File: config.mk
export PLATFORM = sky130hd
export DESIGN_NAME = trs80_uart_core
export DESIGN_NICKNAME = d
export VERILOG_FILES = /design/src/rtl/trs80_uart_core.sv
export SDC_FILE = /design/constraint.sdc
export NUM_CORES = 1
export LEC_CHECK = 0
export ABC_AREA = 1
export ABC_CLOCK_PERIOD_IN_PS = 1350
export CORE_ASPECT_RATIO = 0.7
export CORE_UTILIZATION = 52
export CTS_CLUSTER_DIAMETER = 100
export DETAILED_ROUTE_END_ITERATION = 8
export PLACE_DENSITY = 0.76
export SLEW_MARGIN = 20
export SYNTH_ARGS = -nofsm -noshare
export SYNTH_HDL_FRONTEND = slang
export SYNTH_SLANG_ARGS = --single-unit
File: constraint.sdc
create_clock -name clk -period 1.35 [get_ports clk]
set_input_delay 0.2025 -clock clk [delete_from_list [all_inputs] [get_ports clk]]
set_output_delay 0.2025 -clock clk [all_outputs]
set_load 0.01 [all_outputs]
File: src/rtl/trs80_uart_core.sv
// TR1602-compatible UART core: buffered transmitter and false-start-rejecting receiver,
// 5-8 data bits, optional odd/even parity, 1 or 2 stop bits, x OVERSAMPLE bit-rate enables.
module trs80_uart_core #(
  parameter int OVERSAMPLE = 16
) (
  input  logic       clk,
  input  logic       reset,
  input  logic       rx_clk_en,
  input  logic       tx_clk_en,
  input  logic [7:0] din,
  output logic [7:0] dout,
  input  logic       thrl,
  input  logic       crl,
  input  logic       pi,
  input  logic       sbs,
  input  logic [1:0] wls,
  input  logic       epe,
  input  logic       drr_n,
  output logic       pe,
  output logic       fe,
  output logic       oe,
  output logic       thre,
  output logic       tre,
  output logic       dr,
  input  logic       rx,
  output logic       tx
);
  localparam int CW = $clog2(OVERSAMPLE);
  localparam logic [CW-1:0] LAST = CW'(OVERSAMPLE - 1);
  localparam logic [CW-1:0] HALF = CW'(OVERSAMPLE / 2 - 1);

  typedef enum logic [2:0] {T_IDLE, T_START, T_DATA, T_PAR, T_STOP} tx_state_t;
  typedef enum logic [2:0] {R_IDLE, R_START, R_DATA, R_PAR, R_STOP, R_BREAK} rx_state_t;

  function automatic logic [7:0] word_mask(input logic [1:0] w);
    return 8'hFF >> (2'd3 - w);
  endfunction

  // Control register
  logic       c_pi, c_sbs, c_epe;
  logic [1:0] c_wls;

  always_ff @(posedge clk) begin
    if (reset) begin
      c_pi  <= 1'b1;
      c_sbs <= 1'b0;
      c_wls <= 2'b11;
      c_epe <= 1'b0;
    end else if (crl) begin
      c_pi  <= pi;
      c_sbs <= sbs;
      c_wls <= wls;
      c_epe <= epe;
    end
  end

  // Transmitter
  tx_state_t   tst;
  logic [7:0]  thr, tsr;
  logic [CW-1:0] tcnt;
  logic [2:0]  tbit;
  logic        t_pi, t_sbs, t_par, t_stop2;
  logic [1:0]  t_wls;
  logic        t_bit_end, stop_done, tx_load;

  assign t_bit_end = tx_clk_en && (tcnt == LAST);
  assign stop_done = (tst == T_STOP) && t_bit_end && (!t_sbs || t_stop2);
  // Load from IDLE, or straight out of the final stop bit for back-to-back frames
  assign tx_load   = !thre && (((tst == T_IDLE) && tx_clk_en) || stop_done);

  always_ff @(posedge clk) begin
    if (reset) begin
      tst     <= T_IDLE;
      tx      <= 1'b1;
      thre    <= 1'b1;
      tre     <= 1'b1;
      thr     <= '0;
      tsr     <= '0;
      tcnt    <= '0;
      tbit    <= '0;
      t_pi    <= 1'b1;
      t_sbs   <= 1'b0;
      t_wls   <= 2'b11;
      t_par   <= 1'b0;
      t_stop2 <= 1'b0;
    end else begin
      if (tx_load) begin
        tst     <= T_START;
        tx      <= 1'b0;
        tsr     <= thr;
        thre    <= 1'b1;
        tre     <= 1'b0;
        tcnt    <= '0;
        tbit    <= '0;
        t_stop2 <= 1'b0;
        t_pi    <= c_pi;
        t_sbs   <= c_sbs;
        t_wls   <= c_wls;
        t_par   <= (^(thr & word_mask(c_wls))) ^ ~c_epe;
      end else if (stop_done) begin
        tst  <= T_IDLE;
        tx   <= 1'b1;
        tre  <= 1'b1;
        tcnt <= '0;
      end else if (tx_clk_en && tst != T_IDLE) begin
        if (t_bit_end) begin
          tcnt <= '0;
          case (tst)
            T_START: begin
              tst <= T_DATA;
              tx  <= tsr[0];
            end
            T_DATA: begin
              if (tbit == {1'b1, t_wls}) begin
                tst <= t_pi ? T_STOP : T_PAR;
                tx  <= t_pi ? 1'b1 : t_par;
              end else begin
                tbit <= tbit + 1'b1;
                tsr  <= {1'b0, tsr[7:1]};
                tx   <= tsr[1];
              end
            end
            T_PAR: begin
              tst <= T_STOP;
              tx  <= 1'b1;
            end
            T_STOP:  t_stop2 <= 1'b1;
            default: tst <= T_IDLE;
          endcase
        end else begin
          tcnt <= tcnt + 1'b1;
        end
      end
      // Host write wins over the internal load so a coincident write is not lost
      if (thrl) begin
        thr  <= din;
        thre <= 1'b0;
      end
    end
  end

  // Receiver
  rx_state_t   rst;
  logic        rx_m, rx_s;
  logic [7:0]  rsr, rbr;
  logic [CW-1:0] rcnt;
  logic [2:0]  rbit;
  logic        r_pi, r_epe, r_acc, r_perr;
  logic [1:0]  r_wls;

  assign dout = rbr;

  always_ff @(posedge clk) begin
    if (reset) begin
      rst    <= R_IDLE;
      rx_m   <= 1'b1;
      rx_s   <= 1'b1;
      rsr    <= '0;
      rbr    <= '0;
      rcnt   <= '0;
      rbit   <= '0;
      r_pi   <= 1'b1;
      r_epe  <= 1'b0;
      r_wls  <= 2'b11;
      r_acc  <= 1'b0;
      r_perr <= 1'b0;
      dr     <= 1'b0;
      pe     <= 1'b0;
      fe     <= 1'b0;
      oe     <= 1'b0;
    end else begin
      rx_m <= rx;
      rx_s <= rx_m;
      if (!drr_n) dr <= 1'b0;
      if (rx_clk_en) begin
        case (rst)
          R_IDLE: begin
            if (!rx_s) begin
              rst   <= R_START;
              rcnt  <= '0;
              r_pi  <= c_pi;
              r_epe <= c_epe;
              r_wls <= c_wls;
            end
          end
          R_START: begin
            if (rcnt == HALF) begin
              rcnt <= '0;
              if (rx_s) begin
                rst <= R_IDLE;
              end else begin
                rst    <= R_DATA;
                rbit   <= '0;
                rsr    <= '0;
                r_acc  <= 1'b0;
                r_perr <= 1'b0;
              end
            end else begin
              rcnt <= rcnt + 1'b1;
            end
          end
          R_BREAK: if (rx_s) rst <= R_IDLE;
          default: begin
            if (rcnt != LAST) begin
              rcnt <= rcnt + 1'b1;
            end else begin
              rcnt <= '0;
              case (rst)
                R_DATA: begin
                  rsr   <= {rx_s, rsr[7:1]};
                  r_acc <= r_acc ^ rx_s;
                  rbit  <= rbit + 1'b1;
                  if (rbit == {1'b1, r_wls}) rst <= r_pi ? R_STOP : R_PAR;
                end
                R_PAR: begin
                  r_perr <= rx_s != (r_acc ^ ~r_epe);
                  rst    <= R_STOP;
                end
                default: begin
                  // Data entered at bit 7 and shifted down; right-justify by word length
                  rbr <= rsr >> (2'd3 - r_wls);
                  pe  <= !r_pi && r_perr;
                  fe  <= !rx_s;
                  oe  <= dr;
                  dr  <= 1'b1;
                  rst <= rx_s ? R_IDLE : R_BREAK;
                end
              endcase
            end
          end
        endcase
      end
    end
  end
endmodule

==> reports/metrics.cfg, run 1 <==
[status]
status=finished with violations
violations=setup timing

[global_routing]
grtUsageTotal_pct=31.9
grt_pass1_vias=4176
antenna_found_initial=0
grt_overflow_total=0
grt_pass1_wl_um=19800
grt_max_degree=28

[pwr]
power.density_nw_per_um2=1470
p_total_mw=9.05
irDropWorstVdd_uv=1370
leakage_nw=2.86

[yosys]
avgSynthCellArea_um2=6.72
synth_nets=627
synth_warnings=0
ys_seq_elements=78
syn_inst=602
syn_area_um2=4040
ys_types=40
seq_area_frac_synth_pct=38.6

[clock_tree]
clock_sinks=78
cts_buffers=9
cts_root_buf=clkbuf_8
cts_tree=yes
clk_latency_ps=370
clkTransAtPathRegs_ps=80
cts_max_level=3
clockBufferDepth=2

[routing]
wirelength_um=15200
drc=0
wl_per_cell_um=18.3
vias=4839
route.antenna.remaining_nets=0
vias_per_cell=5.84
drt_iter0_drc=591
dr.pass1.iters=9

[timing]
max_slew.worst_pin.slew_ps=534
rsz0062_at_grt=yes
hold_viol=0
finalWorstSetupSlack_ps=-363
fmax_mhz=584
maxSlewViolCount=0
period_needed_ps=1710
slew_headroom_pct=64.0
fin_crit_sh_pct=127
fin_hold_ws_ps=401
setup_viol=56
skew_ps=16.9

[worst_setup_path]
crit_type=reg2reg
startpoint_type=flip-flop
path_common_cell=nor2_1
cp_slowest_cell=dfxtp_2
cp_top_family=simple AND/OR/NAND/NOR gates
cp_data_arrival_time_ps=2030
reg2regPathDepth=10
path_max_fanout=7
timing.critical_path.buf_inv=2
worstSetupPathDepth=10
cp_cell_sequence=ha_4 > nand2_2 > nor2_4 > nand3_4 > buf_6 > a21oi_4 > nor2_1 > nor2_1 > nand2_1 > inv_1
required_ps=1670
crit_path_max_incr_delay_ps=360
cp-end-kind=flip-flop

[placed_design]
place_inst=781
globalplace.congestion=0.910
dp_hpwl_um=7350
port_buffers=35

[floorplanning]
initial_core_util_pct=54.5
io_pins=36
dieArea_um2=8140
dieHeight_um=75.8
die_x_um=107
core_area_um2=7420
rows=26

[run]
maxCapViolations=0

[cells_and_area]
syn_to_final_growth_pct=52.2
layout_common_cells=115 x nand2_1, 75 x nor2_1, 70 x dfxtp_1
layout_commonest_cell=nand2_1
drive_above_1_share_pct=34.0
nets=750
insertedDiodeCount=0
fin_cells=828

[hold_path]
worstHoldPathCells=2
holdCritPathClass=in2reg

-- per-stage QoR --
| step | setup TNS, ps | instance area (um^2) | util, % | worst slack (ps) |
|---|---|---|---|---|
| after floorplan | -270 | 4110 | - | -34.8 |
| after global placement | -13540 | 4990 | 67.3 | -408 |
| after detailed placement | -16250 | 4990 | 67.3 | -451 |
| after CTS | -4040 | 5700 | 76.8 | -142 |
| after global routing | -13180 | 6150 | 83.0 | -524 |
| final | -9470 | 6150 | 83.0 | -363 |
-- area by class of cell --
| cell class | instances | area [um^2] |
|---|---|---|
| Sequential cell | 78 | 1580 |
| Inverter | 73 | 292 |
| Clock buffer | 13 | 169 |
| Clock inverter | 3 | 65.1 |
| Tap cell | 98 | 123 |
| Multi-Input combinational cell | 434 | 2660 |
| Fill cell | 373 | 1260 |
| Timing Repair Buffer | 129 | 1270 |
-- worst paths after layout --
check	startpoint	endpoint	slack, ps
setup / recovery	tcnt[0]$_SDFFE_PP0P_	t_par$_SDFFE_PP0P_	-360
hold reg to reg	rx_m$_SDFF_PP1_	rx_s$_SDFF_PP1_	410
hold / removal	rx	rx_m$_SDFF_PP1_	400
setup reg to reg	tcnt[0]$_SDFFE_PP0P_	t_par$_SDFFE_PP0P_	-360
-- sequential cells by signal (all words and copies together), names as in the netlist, 2 cells and up --
register / flops
r_wls: 2
rsr: 8
thr: 8
c_wls: 2
tst: 3
rcnt: 4
dout: 8
tbit: 3
rbit: 3
tsr: 8
rst: 3
tcnt: 4
t_wls: 2
-- cell usage after synthesis (all sizes together) --
master,number,area share (%)
nand2,158,16
nor2,105,11
dfxtp,78,39
inv,71,6.7
nand3,48,6.5
o21ai,46,5.8
a21oi,35,4.7
buf,11,2.2
clkbuf,8,0.77
o211ai,8,1.5
nand3b,7,1.3
ha,4,1.2
xor2,4,0.87
mux2i,3,0.74
nor3,3,0.37
clkinv,2,0.22
nand4,2,0.31
or2,2,0.31
xnor2,2,0.43
a211oi,1,0.19
a21o,1,0.19
a31oi,1,0.15
and2,1,0.15
and3,1,0.15
-- report_power, final --
part / internal [mW] / total [mW] / switching (mW)
clock: 1.19 / 2.10 / 0.909
sequential: 2.50 / 2.70 / 0.200
combinational: 1.85 / 4.25 / 2.40
total: 5.54 / 9.05 / 3.51
-- kinds of logic (layout without fill, tap and decap cells) --
kind of cell	after synthesis	in the layout	synth area share, %
compound gates	92	92	12.5
xor+xnor	6	6	1.30
fa+ha+maj	4	4	1.24
buf+inv	92	218	9.84
flops	78	78	38.6
mux	3	3	0.743
simple gates	327	329	35.8
-- per-layer routing --
layer / track usage, % / vias up / share of wire, %
li1: - / 2158 / -
met2: 54.5 / 360 / 44
met1: 38.2 / 2183 / 38
met5: 0 / - / 0
met4: 16.6 / 0 / 7.3
met3: 7.96 / 138 / 10
-- timing repair --
action | CTS | global route
setup buffers | 13 | 14
endpoints found under the setup margin | 73 | 62
cloned | 3 | 2
hold buffers | 0 | 0
gates resized for setup | 111 | 81
pin swaps | 26 | 47
(Power assumes the default switching activity.)
==> inputs of run 2 (changes only) <==
--- a/config.mk
+++ b/config.mk
@@ -6,12 +6,13 @@
 export NUM_CORES = 1
 export LEC_CHECK = 0
 export ABC_AREA = 1
-export ABC_CLOCK_PERIOD_IN_PS = 1350
+export ABC_CLOCK_PERIOD_IN_PS = 1600
 export CORE_ASPECT_RATIO = 0.7
-export CORE_UTILIZATION = 52
+export CORE_UTILIZATION = 63
 export CTS_CLUSTER_DIAMETER = 100
 export DETAILED_ROUTE_END_ITERATION = 8
-export PLACE_DENSITY = 0.76
+export DONT_BUFFER_PORTS = 1
+export PLACE_DENSITY = 0.79
 export SLEW_MARGIN = 20
 export SYNTH_ARGS = -nofsm -noshare
 export SYNTH_HDL_FRONTEND = slang
==> constraint.sdc (replaced) <==
create_clock -name clk -period 1.6 [get_ports clk]
set_input_delay 0.24 -clock clk [delete_from_list [all_inputs] [get_ports clk]]
set_output_delay 0.24 -clock clk [all_outputs]
set_load 0.01 [all_outputs]
==> run 2 against run 1 <==
Net effect:
- the run ends with DRC left
- non-clock buffer count decreased by 99
- sequential power decreased by 17%
- global-route usage decreased by 4.3 points
- final cell count decreased by 14%
- maximum frequency increased by 9.5%
- clock power decreased by 26%
- combinational power decreased by 59%
- clock-buffer cell count decreased by 2
- first-iteration DRC count decreased by 45%
- critical path depth decreased by 1
- register-to-register slack improved by 400 ps
- highest routed layer unchanged
==> reports/metrics.cfg, run 2 (same netlist as run 1, synthesis figures left out) <==
[hold_path]
worstHoldPathCells=2  ; unchanged
hold_end=c_wls[0]$_SDFFE_PP1P_  ; was rx_m$_SDFF_PP1_
holdCritPathClass=in2reg  ; unchanged
hold_start=wls[0]  ; was rx

[pwr]
power_frac_comb_pct=31.6  ; was 47.0%
switchingPower_mw=2.04  ; was 3.51 mW
pwr-share-clk_pct=28.1  ; was 23.2%
p_total_mw=5.53  ; was 9.05 mW
internal_power_mw=3.48  ; was 5.54 mW
irDropWorstVdd_uv=970  ; was 1370 uV
power.density_nw_per_um2=1180  ; was 1470 nW/um^2
leakage_nw=2.24  ; was 2.86 nW
power_frac_seq_pct=40.4  ; was 29.8%
p_sw_share_pct=37.0  ; was 38.8%

[placed_design]
globalplace.congestion=0.863  ; was 0.910
pre_cts_slack_ps=-53.5  ; was -451 ps
dp_hpwl_um=6190  ; was 7350 um
port_buffers=0  ; was 35

[clock_tree]
cts_max_level=3  ; unchanged
cts_root_buf=clkbuf_8  ; unchanged
cts_buffers=9  ; unchanged
clk_latency_ps=360  ; was 370 ps
clock_sinks=78  ; unchanged
clockBufferDepth=2  ; unchanged
clkTransAtPathRegs_ps=80  ; about the same
cts_tree=yes  ; unchanged

[routing]
vias=3845  ; was 4,839
drt_iter0_drc=326  ; was 591
vias_per_cell=5.42  ; was 5.84
wirelength_um=9640  ; was 15,200 um
dr.pass1.iters=8  ; was 9
route.antenna.remaining_nets=0  ; unchanged
wl_per_cell_um=13.6  ; was 18.3 um
drc=4  ; was 0

[floorplanning]
dieHeight_um=69.0  ; was 75.8 um
die_x_um=97.8  ; was 107 um
rows=24  ; was 26
initial_core_util_pct=65.1  ; was 54.5%
core_area_um2=6220  ; was 7420 um^2
dieArea_um2=6750  ; was 8140 um^2
io_pins=36  ; unchanged

[worst_setup_path]
worstSetupPathDepth=9  ; was 10
rrSetupSlack_ps=40  ; was -360 ps
r2r_start=rcnt[0]$_SDFFE_PP0P_  ; was tcnt[0]$_SDFFE_PP0P_
startpoint_type=flip-flop  ; unchanged
path_max_fanout=8  ; was 7
cp_top_family=simple AND/OR/NAND/NOR gates  ; unchanged
worst_r2r_endpoint=rsr[5]$_SDFFE_PP0P_  ; was t_par$_SDFFE_PP0P_
cp-end-kind=flip-flop  ; unchanged
crit_path_max_incr_delay_ps=370  ; was 360 ps
timing.critical_path.buf_inv=2  ; unchanged
cp_data_arrival_time_ps=1820  ; was 2030 ps
required_ps=1860  ; was 1670 ps
cp_slowest_cell=dfxtp_1  ; was dfxtp_2
reg2regPathDepth=9  ; was 10
cp_cell_sequence=ha_4 > nand3_2 > inv_4 > a21oi_4 > nor2_8 > buf_2 > nand3_1 > nand2_1 > nor2_1  ; was ha_4 > nand2_2 > nor2_4 > nand3_4 > buf_6 > a21oi_4 > nor2_1 > nor2_1 > nand2_1 > inv_1
crit_type=reg2reg  ; unchanged

[cells_and_area]
layout_commonest_cell=nand2_1  ; unchanged
drive_above_1_share_pct=16.5  ; was 34.0%
seqCellArea_um2=1570  ; was 1580 um^2
nets=652  ; was 750
multi_input_area_um2=2230  ; was 2660 um^2
final_util_pct=75.2  ; was 83.0%
layout_common_cells=139 x nand2_1, 94 x nor2_1, 73 x dfxtp_1  ; was 115 x nand2_1, 75 x nor2_1, 70 x dfxtp_1
num-fill-cells=483  ; was 373
insertedDiodeCount=0  ; unchanged
syn_to_final_growth_pct=15.5  ; was 52.2%

[status]
violations=DRC  ; was setup timing
status=finished with violations  ; unchanged

[global_routing]
grt_pass1_wl_um=14800  ; was 19,800 um
grt_pass1_vias=3294  ; was 4,176
grt_overflow_total=0  ; unchanged
grtUsageTotal_pct=27.6  ; was 31.9%
grt_max_degree=38  ; was 28
antenna_found_initial=0  ; unchanged

[timing]
fin_crit_sh_pct=97.8  ; was 127%
slew_headroom_pct=54.2  ; was 64.0%
fin_hold_ws_ps=15.0  ; was 401 ps
finalSetupTns_ps=0  ; was -9470 ps
maxSlewViolCount=0  ; unchanged
max_slew.worst_pin.slew_ps=685  ; was 534 ps
period_needed_ps=1560  ; was 1710 ps
skew_ps=10.3  ; was 16.9 ps
fmax_mhz=639  ; was 584 MHz
hold_viol=0  ; unchanged
finalWorstSetupSlack_ps=35.7  ; was -363 ps
rsz0062_at_grt=yes  ; unchanged
setup_viol=0  ; was 56

[run]
maxCapViolations=0  ; unchanged

-- run 2: cell types whose count changed in the layout (fill, tap and decap cells not counted), moves of 15 or more --
cell	previous run	this run
nand2_1	115	139
clkdlybuf4s50_1	20	0
buf_6	23	4
nor2_4	20	5
buf_4	60	19
nor2_1	75	94
dlygate4sd2_1	15	0
-- run 2: through the flow --
step,cell area (um^2),instances
final,4670,710
after global routing,4670,710
after CTS,4410,696
after detailed placement,4150,676
after global placement,4150,676
after floorplan,4040,602
-- run 2: worst max path at each step --
stage,endpoint,slack [ps],from
finish,rsr[5]$_SDFFE_PP0P_,40,rcnt[0]$_SDFFE_PP0P_
global route,r_perr$_SDFFE_PP0P_,-80,rcnt[0]$_SDFFE_PP0P_
CTS,pe$_SDFFE_PP0P_,6,rst[1]$_SDFFE_PP0P_
detailed placement,tsr[6]$_SDFFE_PP0P_,-50,tcnt[1]$_SDFFE_PP0P_
global placement,tsr[4]$_SDFFE_PP0P_,50,tcnt[1]$_SDFFE_PP0P_
floorplan,tsr[0]$_SDFFE_PP0P_,160,tcnt[0]$_SDFFE_PP0P_
-- run 2: layout make-up --
| class | count | area share (%) |
|---|---|---|
| Multi-Input combinational cell | 435 | 47.8 |
| Tap cell | 78 | 2.09 |
| Clock buffer | 11 | 3.24 |
| Timing Repair Buffer | 30 | 6.05 |
| Sequential cell | 78 | 33.6 |
| Inverter | 73 | 6.03 |
| Clock inverter | 5 | 1.21 |
-- run 2: what timing repair did --
| action | 4_1_cts | 5_1_grt |
|---|---|---|
| hold endpoints to repair | 13 | 0 |
| resized for setup | 7 | 39 |
| hold buffers | 3 | 0 |
| setup buffers | 1 | 9 |
| gates cloned | 0 | 5 |
| endpoints found under the setup margin | 11 | 45 |
| pin swaps | 2 | 15 |
-- run 2: power groups by stage --
stage          clock network, mW  logic [mW]  registers (mW)
5_1_grt                     1.66        1.94            2.25
3_3_place_gp                   0        1.43            2.25
4_1_cts                     1.57        1.51            2.21
6_report                    1.55        1.74            2.23
2_1_floorplan                  0        1.22            2.22
3_5_place_dp                   0        1.47            2.25
-- run 2: metal layers --
metal  routed length [um]  global-route usage (%)  up-vias
met2                 4220                    43.7      131
met1                 4550                    36.8     1740
met5                    0                       0        -
li1                     -                       -     1957
met4                  144                    7.07        0
met3                  722                    8.32       17
-- run 2: worst register-to-register path, delay by kind of cell, from the launching register on --
kind / cells / cell delay [ps]
compound gates: 1 / 80
simple gates: 5 / 550
flops: 1 / 370
buf+inv: 2 / 310
fa+ha+maj: 1 / 160
